<file path="config.mk">
export PLATFORM = sky130hd
export DESIGN_NAME = four_output_demux_flat
export DESIGN_NICKNAME = d
export VERILOG_FILES = /design/src/rtl/four_output_demux_pkg.sv /design/src/rtl/four_output_demux_if.sv /design/src/rtl/four_output_demux_slot.sv /design/src/rtl/four_output_demux.sv /design/src/flat_wrapper.sv
export SDC_FILE = /design/constraint.sdc
export NUM_CORES = 1
export LEC_CHECK = 0
export CORE_UTILIZATION = 45
export DETAILED_ROUTE_END_ITERATION = 10
export PLACE_DENSITY = 0.8
export SLEW_MARGIN = 20
export SYNTH_ARGS = -nofsm -noshare
export SYNTH_HDL_FRONTEND = slang
export SYNTH_SLANG_ARGS = --single-unit
export TNS_END_PERCENT = 10
</file>
<file path="constraint.sdc">
create_clock -name clk -period 1.5 [get_ports clk]
set_input_delay 0.15 -clock clk [delete_from_list [all_inputs] [get_ports clk]]
set_output_delay 0.15 -clock clk [all_outputs]
set_load 0.03 [all_outputs]
</file>
<file path="src/rtl/four_output_demux_pkg.sv">
// four_output_demux_pkg: shared definitions for the four-way stream mux/demux
// family.
//   sel_e      - select encoding for destination/source slots
//   slot_st_e  - two-state per-slot control (EMPTY/FULL)
//   NUM_SLOTS  - number of slots
package four_output_demux_pkg;

   localparam int NUM_SLOTS = 4;

   typedef enum logic [1:0] {
      SEL_A = 2'd0,
      SEL_B = 2'd1,
      SEL_C = 2'd2,
      SEL_D = 2'd3
   } sel_e;

   typedef enum logic {
      ST_EMPTY = 1'b0,
      ST_FULL  = 1'b1
   } slot_st_e;

endpackage

</file>
<file path="src/rtl/four_output_demux_if.sv">
// four_output_demux_if: producer-side and consumer-side handshake bundle
// for the four-output demux.
//   a, sel, in_valid, in_ready   - producer handshake
//   z_a..z_d, z_valid, z_ready   - per-slot consumer handshake
//   cnt_flat                     - per-slot drain counters (DEMUX_STATS_EN only)
// Modports: slave = the demux, master = producer/consumer environment.
// Optional feature macro: DEMUX_STATS_EN.
interface four_output_demux_if #(
   parameter int INPUT_LENGTH = 32,
   parameter int CNT_WIDTH    = 16
);
   logic [INPUT_LENGTH-1:0] a;
   logic [1:0]              sel;
   logic                    in_valid;
   logic                    in_ready;
   logic [INPUT_LENGTH-1:0] z_a, z_b, z_c, z_d;
   logic [3:0]              z_valid;
   logic [3:0]              z_ready;
`ifdef DEMUX_STATS_EN
   logic [4*CNT_WIDTH-1:0]  cnt_flat;

   modport slave  (input  a, sel, in_valid, z_ready,
                   output in_ready, z_a, z_b, z_c, z_d, z_valid, cnt_flat);
   modport master (output a, sel, in_valid, z_ready,
                   input  in_ready, z_a, z_b, z_c, z_d, z_valid, cnt_flat);
`else
   modport slave  (input  a, sel, in_valid, z_ready,
                   output in_ready, z_a, z_b, z_c, z_d, z_valid);
   modport master (output a, sel, in_valid, z_ready,
                   input  in_ready, z_a, z_b, z_c, z_d, z_valid);
`endif
endinterface

</file>
<file path="src/rtl/four_output_demux_slot.sv">
// demux_slot: one-entry holding register for one demux destination.
//   clk, rst_n - clock, synchronous active-low reset
//   i_fill     - write i_data into the slot this edge (already qualified)
//   i_data     - word to store
//   i_ready    - consumer takes the slot this edge
//   o_valid    - slot full
//   o_data     - held word (keeps last value after draining)
//   o_cnt      - drain counter, wraps (DEMUX_STATS_EN only)
// Optional feature macro: DEMUX_STATS_EN.
module demux_slot
   import four_output_demux_pkg::*;
#(
   parameter int INPUT_LENGTH = 32,
   parameter int CNT_WIDTH    = 16
) (
   input  logic                    clk,
   input  logic                    rst_n,
   input  logic                    i_fill,
   input  logic [INPUT_LENGTH-1:0] i_data,
   input  logic                    i_ready,
`ifdef DEMUX_STATS_EN
   output logic [CNT_WIDTH-1:0]    o_cnt,
`endif
   output logic                    o_valid,
   output logic [INPUT_LENGTH-1:0] o_data
);

   slot_st_e                r_state;
   slot_st_e                w_next;
   logic [INPUT_LENGTH-1:0] r_data;
   logic                    w_drain;

   assign w_drain = (r_state == ST_FULL) & i_ready;

   // Fill wins over drain: a same-edge drain+fill keeps the slot full.
   always_comb begin
      w_next = r_state;
      if (i_fill)       w_next = ST_FULL;
      else if (w_drain) w_next = ST_EMPTY;
   end

   always_ff @(posedge clk) begin
      if (!rst_n) begin
         r_state <= ST_EMPTY;
         r_data  <= '0;
      end else begin
         r_state <= w_next;
         if (i_fill) r_data <= i_data;
      end
   end

   assign o_valid = (r_state == ST_FULL);
   assign o_data  = r_data;

`ifdef DEMUX_STATS_EN
   logic [CNT_WIDTH-1:0] r_cnt;

   always_ff @(posedge clk) begin
      if (!rst_n)       r_cnt <= '0;
      else if (w_drain) r_cnt <= r_cnt + 1'b1;
   end

   assign o_cnt = r_cnt;
`endif

endmodule

</file>
<file path="src/rtl/four_output_demux.sv">
// four_output_demux: registered 1-to-4 stream demultiplexer.
//   clk, rst_n - clock, synchronous active-low reset
//   bus        - four_output_demux_if.slave: a/sel/in_valid/in_ready from the
//                producer, z_a..z_d/z_valid/z_ready per consumer slot,
//                cnt_flat per-slot drain counts when enabled.
// in_ready depends only on the selected slot, so a stalled slot never blocks
// the other three. Optional feature macro: DEMUX_STATS_EN.
module four_output_demux
   import four_output_demux_pkg::*;
#(
   parameter int INPUT_LENGTH = 32,
   parameter int CNT_WIDTH    = 16
) (
   input logic                 clk,
   input logic                 rst_n,
   four_output_demux_if.slave  bus
);

   logic [NUM_SLOTS-1:0]                   w_valid;
   logic [NUM_SLOTS-1:0]                   w_fill;
   logic [NUM_SLOTS-1:0][INPUT_LENGTH-1:0] w_data;
   logic                                   w_accept;

   assign bus.in_ready = ~w_valid[bus.sel] | bus.z_ready[bus.sel];
   assign w_accept     = bus.in_valid & bus.in_ready;

   for (genvar i = 0; i < NUM_SLOTS; i++) begin : g_slot
      assign w_fill[i] = w_accept & (bus.sel == 2'(i));

      demux_slot #(
         .INPUT_LENGTH (INPUT_LENGTH),
         .CNT_WIDTH    (CNT_WIDTH)
      ) u_slot (
         .clk     (clk),
         .rst_n   (rst_n),
         .i_fill  (w_fill[i]),
         .i_data  (bus.a),
         .i_ready (bus.z_ready[i]),
`ifdef DEMUX_STATS_EN
         .o_cnt   (bus.cnt_flat[i*CNT_WIDTH +: CNT_WIDTH]),
`endif
         .o_valid (w_valid[i]),
         .o_data  (w_data[i])
      );
   end

   assign bus.z_valid = w_valid;
   assign bus.z_a     = w_data[SEL_A];
   assign bus.z_b     = w_data[SEL_B];
   assign bus.z_c     = w_data[SEL_C];
   assign bus.z_d     = w_data[SEL_D];

endmodule

</file>
<file path="src/flat_wrapper.sv">
// flat-port wrapper written by rule: the top's interface ports become plain ports
module four_output_demux_flat import four_output_demux_pkg::*;
#(
   parameter int INPUT_LENGTH = 32,
   parameter int CNT_WIDTH    = 16
)
  (clk, rst_n, bus_a, bus_sel, bus_in_valid, bus_z_ready, bus_in_ready, bus_z_a, bus_z_b, bus_z_c, bus_z_d, bus_z_valid);
  four_output_demux_if #(.INPUT_LENGTH(INPUT_LENGTH), .CNT_WIDTH(CNT_WIDTH)) bus_i ();
  input logic clk;
  input logic rst_n;
  input wire logic [$bits(bus_i.a)-1:0] bus_a;
  input wire logic [$bits(bus_i.sel)-1:0] bus_sel;
  input wire logic [$bits(bus_i.in_valid)-1:0] bus_in_valid;
  input wire logic [$bits(bus_i.z_ready)-1:0] bus_z_ready;
  output wire logic [$bits(bus_i.in_ready)-1:0] bus_in_ready;
  output wire logic [$bits(bus_i.z_a)-1:0] bus_z_a;
  output wire logic [$bits(bus_i.z_b)-1:0] bus_z_b;
  output wire logic [$bits(bus_i.z_c)-1:0] bus_z_c;
  output wire logic [$bits(bus_i.z_d)-1:0] bus_z_d;
  output wire logic [$bits(bus_i.z_valid)-1:0] bus_z_valid;
  assign bus_i.a = bus_a;
  assign bus_i.sel = bus_sel;
  assign bus_i.in_valid = bus_in_valid;
  assign bus_i.z_ready = bus_z_ready;
  assign bus_in_ready = bus_i.in_ready;
  assign bus_z_a = bus_i.z_a;
  assign bus_z_b = bus_i.z_b;
  assign bus_z_c = bus_i.z_c;
  assign bus_z_d = bus_i.z_d;
  assign bus_z_valid = bus_i.z_valid;
  four_output_demux #(.INPUT_LENGTH(INPUT_LENGTH), .CNT_WIDTH(CNT_WIDTH)) u_core (.clk(clk), .rst_n(rst_n), .bus(bus_i));
endmodule
</file>
# Yosys cells after proc, flatten, opt, wreduce, memory -nomap -nowiden
# Cells that the tools add are included.
# Widths: inputs -> output; s select.
[op_classes]
bitwise_logic = 11
order_cmp = 1
n_eq_ne = 3
n_mux = 12
reduce_logical = 5
[op_table]
columns = ["op", "n"]
rows = [
  ["$mux 1", 10],
  ["$and 1x1->1", 9],
  ["$reduce_bool 2->1", 4],
  ["$bmux 1 s2", 2],
  ["$eq 2x2->1 const B", 2],
  ["$lt 2x3->1 const B", 1],
  ["$eq 2x1->1 const B", 1],
  ["$logic_not 2->1", 1],
  ["$not 1->1", 1],
  ["$or 1x1->1", 1],
]
[totals]
regBits = 132

# Depth between registers and ports, before layout
[depth]
word_depth = 7
ltp_mapped = 5

# Modules after synthesis
# Synthesis repeated with hierarchy kept, for this count alone.
[unflattened]
hier_cells = 433
hier_area_um2 = 5211.2
[by_module_without_submodules]
columns = ["mod", "cells_each", "seq_area_each_um2", "area_per_inst_um2", "n_inst"]
rows = [
  ["demux_slot", 106, 660.6, 1277.5, 4],
  ["four_output_demux", 9, 0.0, 101.3, 1],
]

# Worst setup path after synthesis
# OpenSTA, ideal clock, no wires.
[synth_path]
path_type = "register to register"
start = "register u_core.g_slot[0].u_slot.r_state"
end = "register u_core.g_slot[0].u_slot.r_data[13]"
stages_incl_launch_ff = 6
synth_period_minus_slack_ns = 1.248
slack_ns = 0.252
path_buffers = 2
arrival_ns = 1.176
cell_sequence = "dfxtp_1 nor2b_1 nor4b_1 buf_4 buf_6 mux2i_1"
[synth_between]
elab_chain_len = 6
[synth_rtl]
columns = ["item", "line_no", "source"]
rows = [
  ["start, declared", "four_output_demux_slot.sv:28", "slot_st_e r_state;"],
  ["start signal, assigned", "four_output_demux_slot.sv:47", "r_state <= w_next;"],
  ["$bmux 1 s2", "four_output_demux.sv:24", "assign bus.in_ready = ~w_valid[bus.sel] | bus.z_ready[bus.sel];"],
  ["$mux 1 (not written as such)", "four_output_demux.sv:24", ""],
  ["$not 1->1", "four_output_demux.sv:24", ""],
  ["$or 1x1->1", "four_output_demux.sv:24", ""],
  ["$and 1x1->1", "four_output_demux.sv:25", "assign w_accept = bus.in_valid & bus.in_ready;"],
  ["$and 1x1->1", "four_output_demux.sv:28", "assign w_fill[i] = w_accept & (bus.sel == 2'(i));"],
  ["end signal, assigned", "four_output_demux_slot.sv:48", "if (i_fill) r_data <= i_data;"],
  ["end, declared", "four_output_demux_slot.sv:30", "logic [INPUT_LENGTH-1:0] r_data;"],
]
# Every way passes these cells. The select of a mux whose other input is x is not followed.
# A chain may end at the register's enable or synchronous reset.

# Final worst setup path
[layout_path]
start = "register u_core.g_slot[3].u_slot.r_state"
end = "output bus_in_ready"
[layout_between]
elab_chain_len = 4
[layout_rtl]
columns = ["item", "line_no", "source"]
rows = [
  ["start, declared", "four_output_demux_slot.sv:28", ""],
  ["start signal, assigned", "four_output_demux_slot.sv:47", ""],
  ["$bmux 1 s2", "four_output_demux.sv:24", ""],
  ["$mux 1 (not written as such)", "four_output_demux.sv:24", ""],
  ["$not 1->1", "four_output_demux.sv:24", ""],
  ["$or 1x1->1", "four_output_demux.sv:24", ""],
  ["end, declared", "flat_wrapper.sv:15", "output wire logic [$bits(bus_i.in_ready)-1:0] bus_in_ready;"],
]
# Every way passes these cells. The select of a mux whose other input is x is not followed.

==> flow_summary.yaml <==
worst_setup_path:
  crit_type: "reg -> out"
  worst_setup_path_start_kind: "flop"
  crit_fanout: 2
  required_ps: 1350
  crit_arrival_ps: 1540
  cp-end-kind: "output pin"
  r2r_cells: 6
timing:
  final-max-slew-violation-count: 0
  rsz0062_at_grt: "yes"
  hold_violations: 0
  fin_ws_ps: -189
  timing.fmax_mhz: 592
  period_share_pct: 113
  tightest_slew_ps: 369
  slew_headroom_pct: 75.5
  min_period_ps: 1690
  clock_skew_ps: 14.1
  finalSetupViolations: 18
  finalSetupTns_ps: -499
pwr:
  leakage_nw: 3.69
  ir_worst_vdd_mv: 0.751
  p_per_area_nw_per_um2: 1180
  power_mw: 8.63
job:
  maxCapViolCount: 0
detailed_routing:
  ant_nets: 0
  vias_per_cell: 4.95
  drc: 0
  drt_iter0_drc: 131
  wl_mm: 12.7
  vias: 3967
  drtPass1Iterations: 6
  wl_per_cell_um: 15.9
layout:
  fillers: 859
  antenna_cells: 0
  final_area_um2: 7310
  final_cells: 802
  nNetsFinal: 694
  drive_above_1_share_pct: 10.2
  area_growth_syn_to_layout_pct: 49.4
logic_synthesis:
  synth_fp_nets: 513
  syn_area_per_cell_um2: 10.4
  synthTopCellsByArea: "dfxtp_1 54%, mux2i_1 26%, nand2_1 12%"
  synth_top_area_share_pct: 54.0
  synth_cell_types: 17
  ys_seq_area_share_pct: 54.0
  synthCells: 472
  netlist_area_um2: 4890
  ys_async_sr_fraction_pct: 0
  ys_warn_count: 0
  synth-edff-count: 0
  ys.flop_type: "dfxtp_1"
  synth_commonest_cells: "161 x nand2_1, 132 x dfxtp_1, 128 x mux2i_1, 15 x clkbuf_1, 11 x buf_4"
  ys_seq_elements: 132
  synth.most_common_cell: "nand2_1"
  yosysTopAreaCell: "dfxtp_1"
die:
  dieWidth_um: 106
  die_h_um: 106
  core_region_area_um2: 10400
  floorplan.initialDensity_pct: 46.9
  io-pin-count: 174
  rows: 37
  die-area_um2: 11300
outcome:
  status: "finished with violations"
  violations: "negative setup slack"
global_route:
  grt_pass1_vias: 3977
  grt_pass1_wl_mm: 20.1
  antenna_found_initial: 0
  grt.overflow.total: 0
  grt_max_degree: 74
  gr-usage-all-layers_pct: 22.8
placement:
  placed_cell_area_um2: 6820
  place_congestion: 0.789
  numPortBuffers: 173
  dp_hpwl_mm: 8.67
  place_inst: 766
clocking:
  clk_pin_slew_ps: 70
  cts_sinks: 132
  cts_buffer_depth: 2
  cts_max_level: 4
  cts_tree: "yes"
  numCtsBuffers: 17
  cts_root_buf: "clkbuf_8"
  insertion_delay_ps: 510
hold_path:
  hold_class: "in -> reg"
  holdPathStages: 3
report_power, final:
part,total (mW),switching (mW),internal [mW]
clock network,3.97,1.63,2.34
registers,3.69,0.0615,3.63
logic,0.968,0.581,0.388
cell families after synthesis:
group | synth area share (%)
simple gates | 14.1
flops | 54.0
mux | 26.7
buf+inv | 4.61
compound gates | 0.614
layer usage:
| metal | vias to the layer above | wire length, um | global-route usage, % |
|---|---|---|---|
| met2 | 122 | 6140 | 37.1 |
| met5 | - | 0 | 0 |
| met3 | 22 | 712 | 6.56 |
| li1 | 1914 | - | - |
| met4 | 0 | 313 | 10.9 |
| met1 | 1909 | 5560 | 27.8 |
area by class of cell:
class,instances,area [um^2],share of cell area [%]
Tap cell,136,170,2.33
Multi-Input combinational cell,304,2040,27.9
Sequential cell,132,2650,36.2
Clock buffer,19,442,6.04
Clock inverter,13,135,1.85
Timing Repair Buffer,198,1880,25.7
cells in the final DEF (no fill, tap or decap):
master	instances
nor4b_2	1
inv_8	1
buf_4	16
nor2b_1	1
clkdlybuf4s50_1	39
buf_12	7
dfxtp_1	129
bufinv_16	1
nand4_2	1
clkdlybuf4s15_1	1
clkbuf_8	3
nand2b_1	4
nor3_4	1
buf_6	2
clkbuf_16	18
dlygate4sd3_1	1
clkinv_4	3
clkbuf_2	1
inv_6	6
dlygate4sd2_1	129
nand4b_1	1
dfxtp_2	3
clkinvlp_4	2
o21a_1	2
a21boi_0	2
nand2_1	161
mux4_2	1
nor2b_4	1
mux2i_1	128
repair_timing:
action	4_1_cts	5_1_grt
gates resized for setup	142	8
setup buffers	0	1
hold buffers	1	0
setup endpoints to repair	133	37
endpoints found under the hold margin	4	0
pin swaps	0	1
gates cloned	0	2
sequential cells by signal, indices dropped and copies added, names as in the netlist:
name	flops
u_core.g_slot.u_slot.o_valid	4
u_core.g_slot.u_slot.o_data	128
worst paths after layout:
kind	end	start	slack (ps)
setup / recovery	bus_in_ready	u_core.g_slot[3].u_slot.o_valid$_SDFFE_PN0P_	-190
hold / removal	u_core.g_slot[1].u_slot.o_data[18]$_SDFFE_PN0P_	bus_a[18]	280
setup reg to reg	u_core.g_slot[0].u_slot.o_data[27]$_SDFFE_PN0P_	u_core.g_slot[0].u_slot.o_valid$_SDFFE_PN0P_	-50
hold reg to reg	u_core.g_slot[2].u_slot.o_data[8]$_SDFFE_PN0P_	u_core.g_slot[2].u_slot.o_data[8]$_SDFFE_PN0P_	450
critical path, stage by stage, from the launching register on:
cell and delay, ps:
dfxtp_2 330, nand2b_1 80, mux4_2 480, buf_6 150
per-stage QoR:
| stage | utilization [%] | setup WS (ps) | hold WS, ps |
|---|---|---|---|
| floorplan | - | 252 | 354 |
| global placement | 65.4 | -436 | 442 |
| detailed placement | 65.4 | -448 | 446 |
| CTS | 69.5 | -220 | 264 |
| global route | 70.2 | -243 | 283 |
| finish | 70.2 | -189 | 278 |
Note: power is estimated with default switching activity, not from simulation.
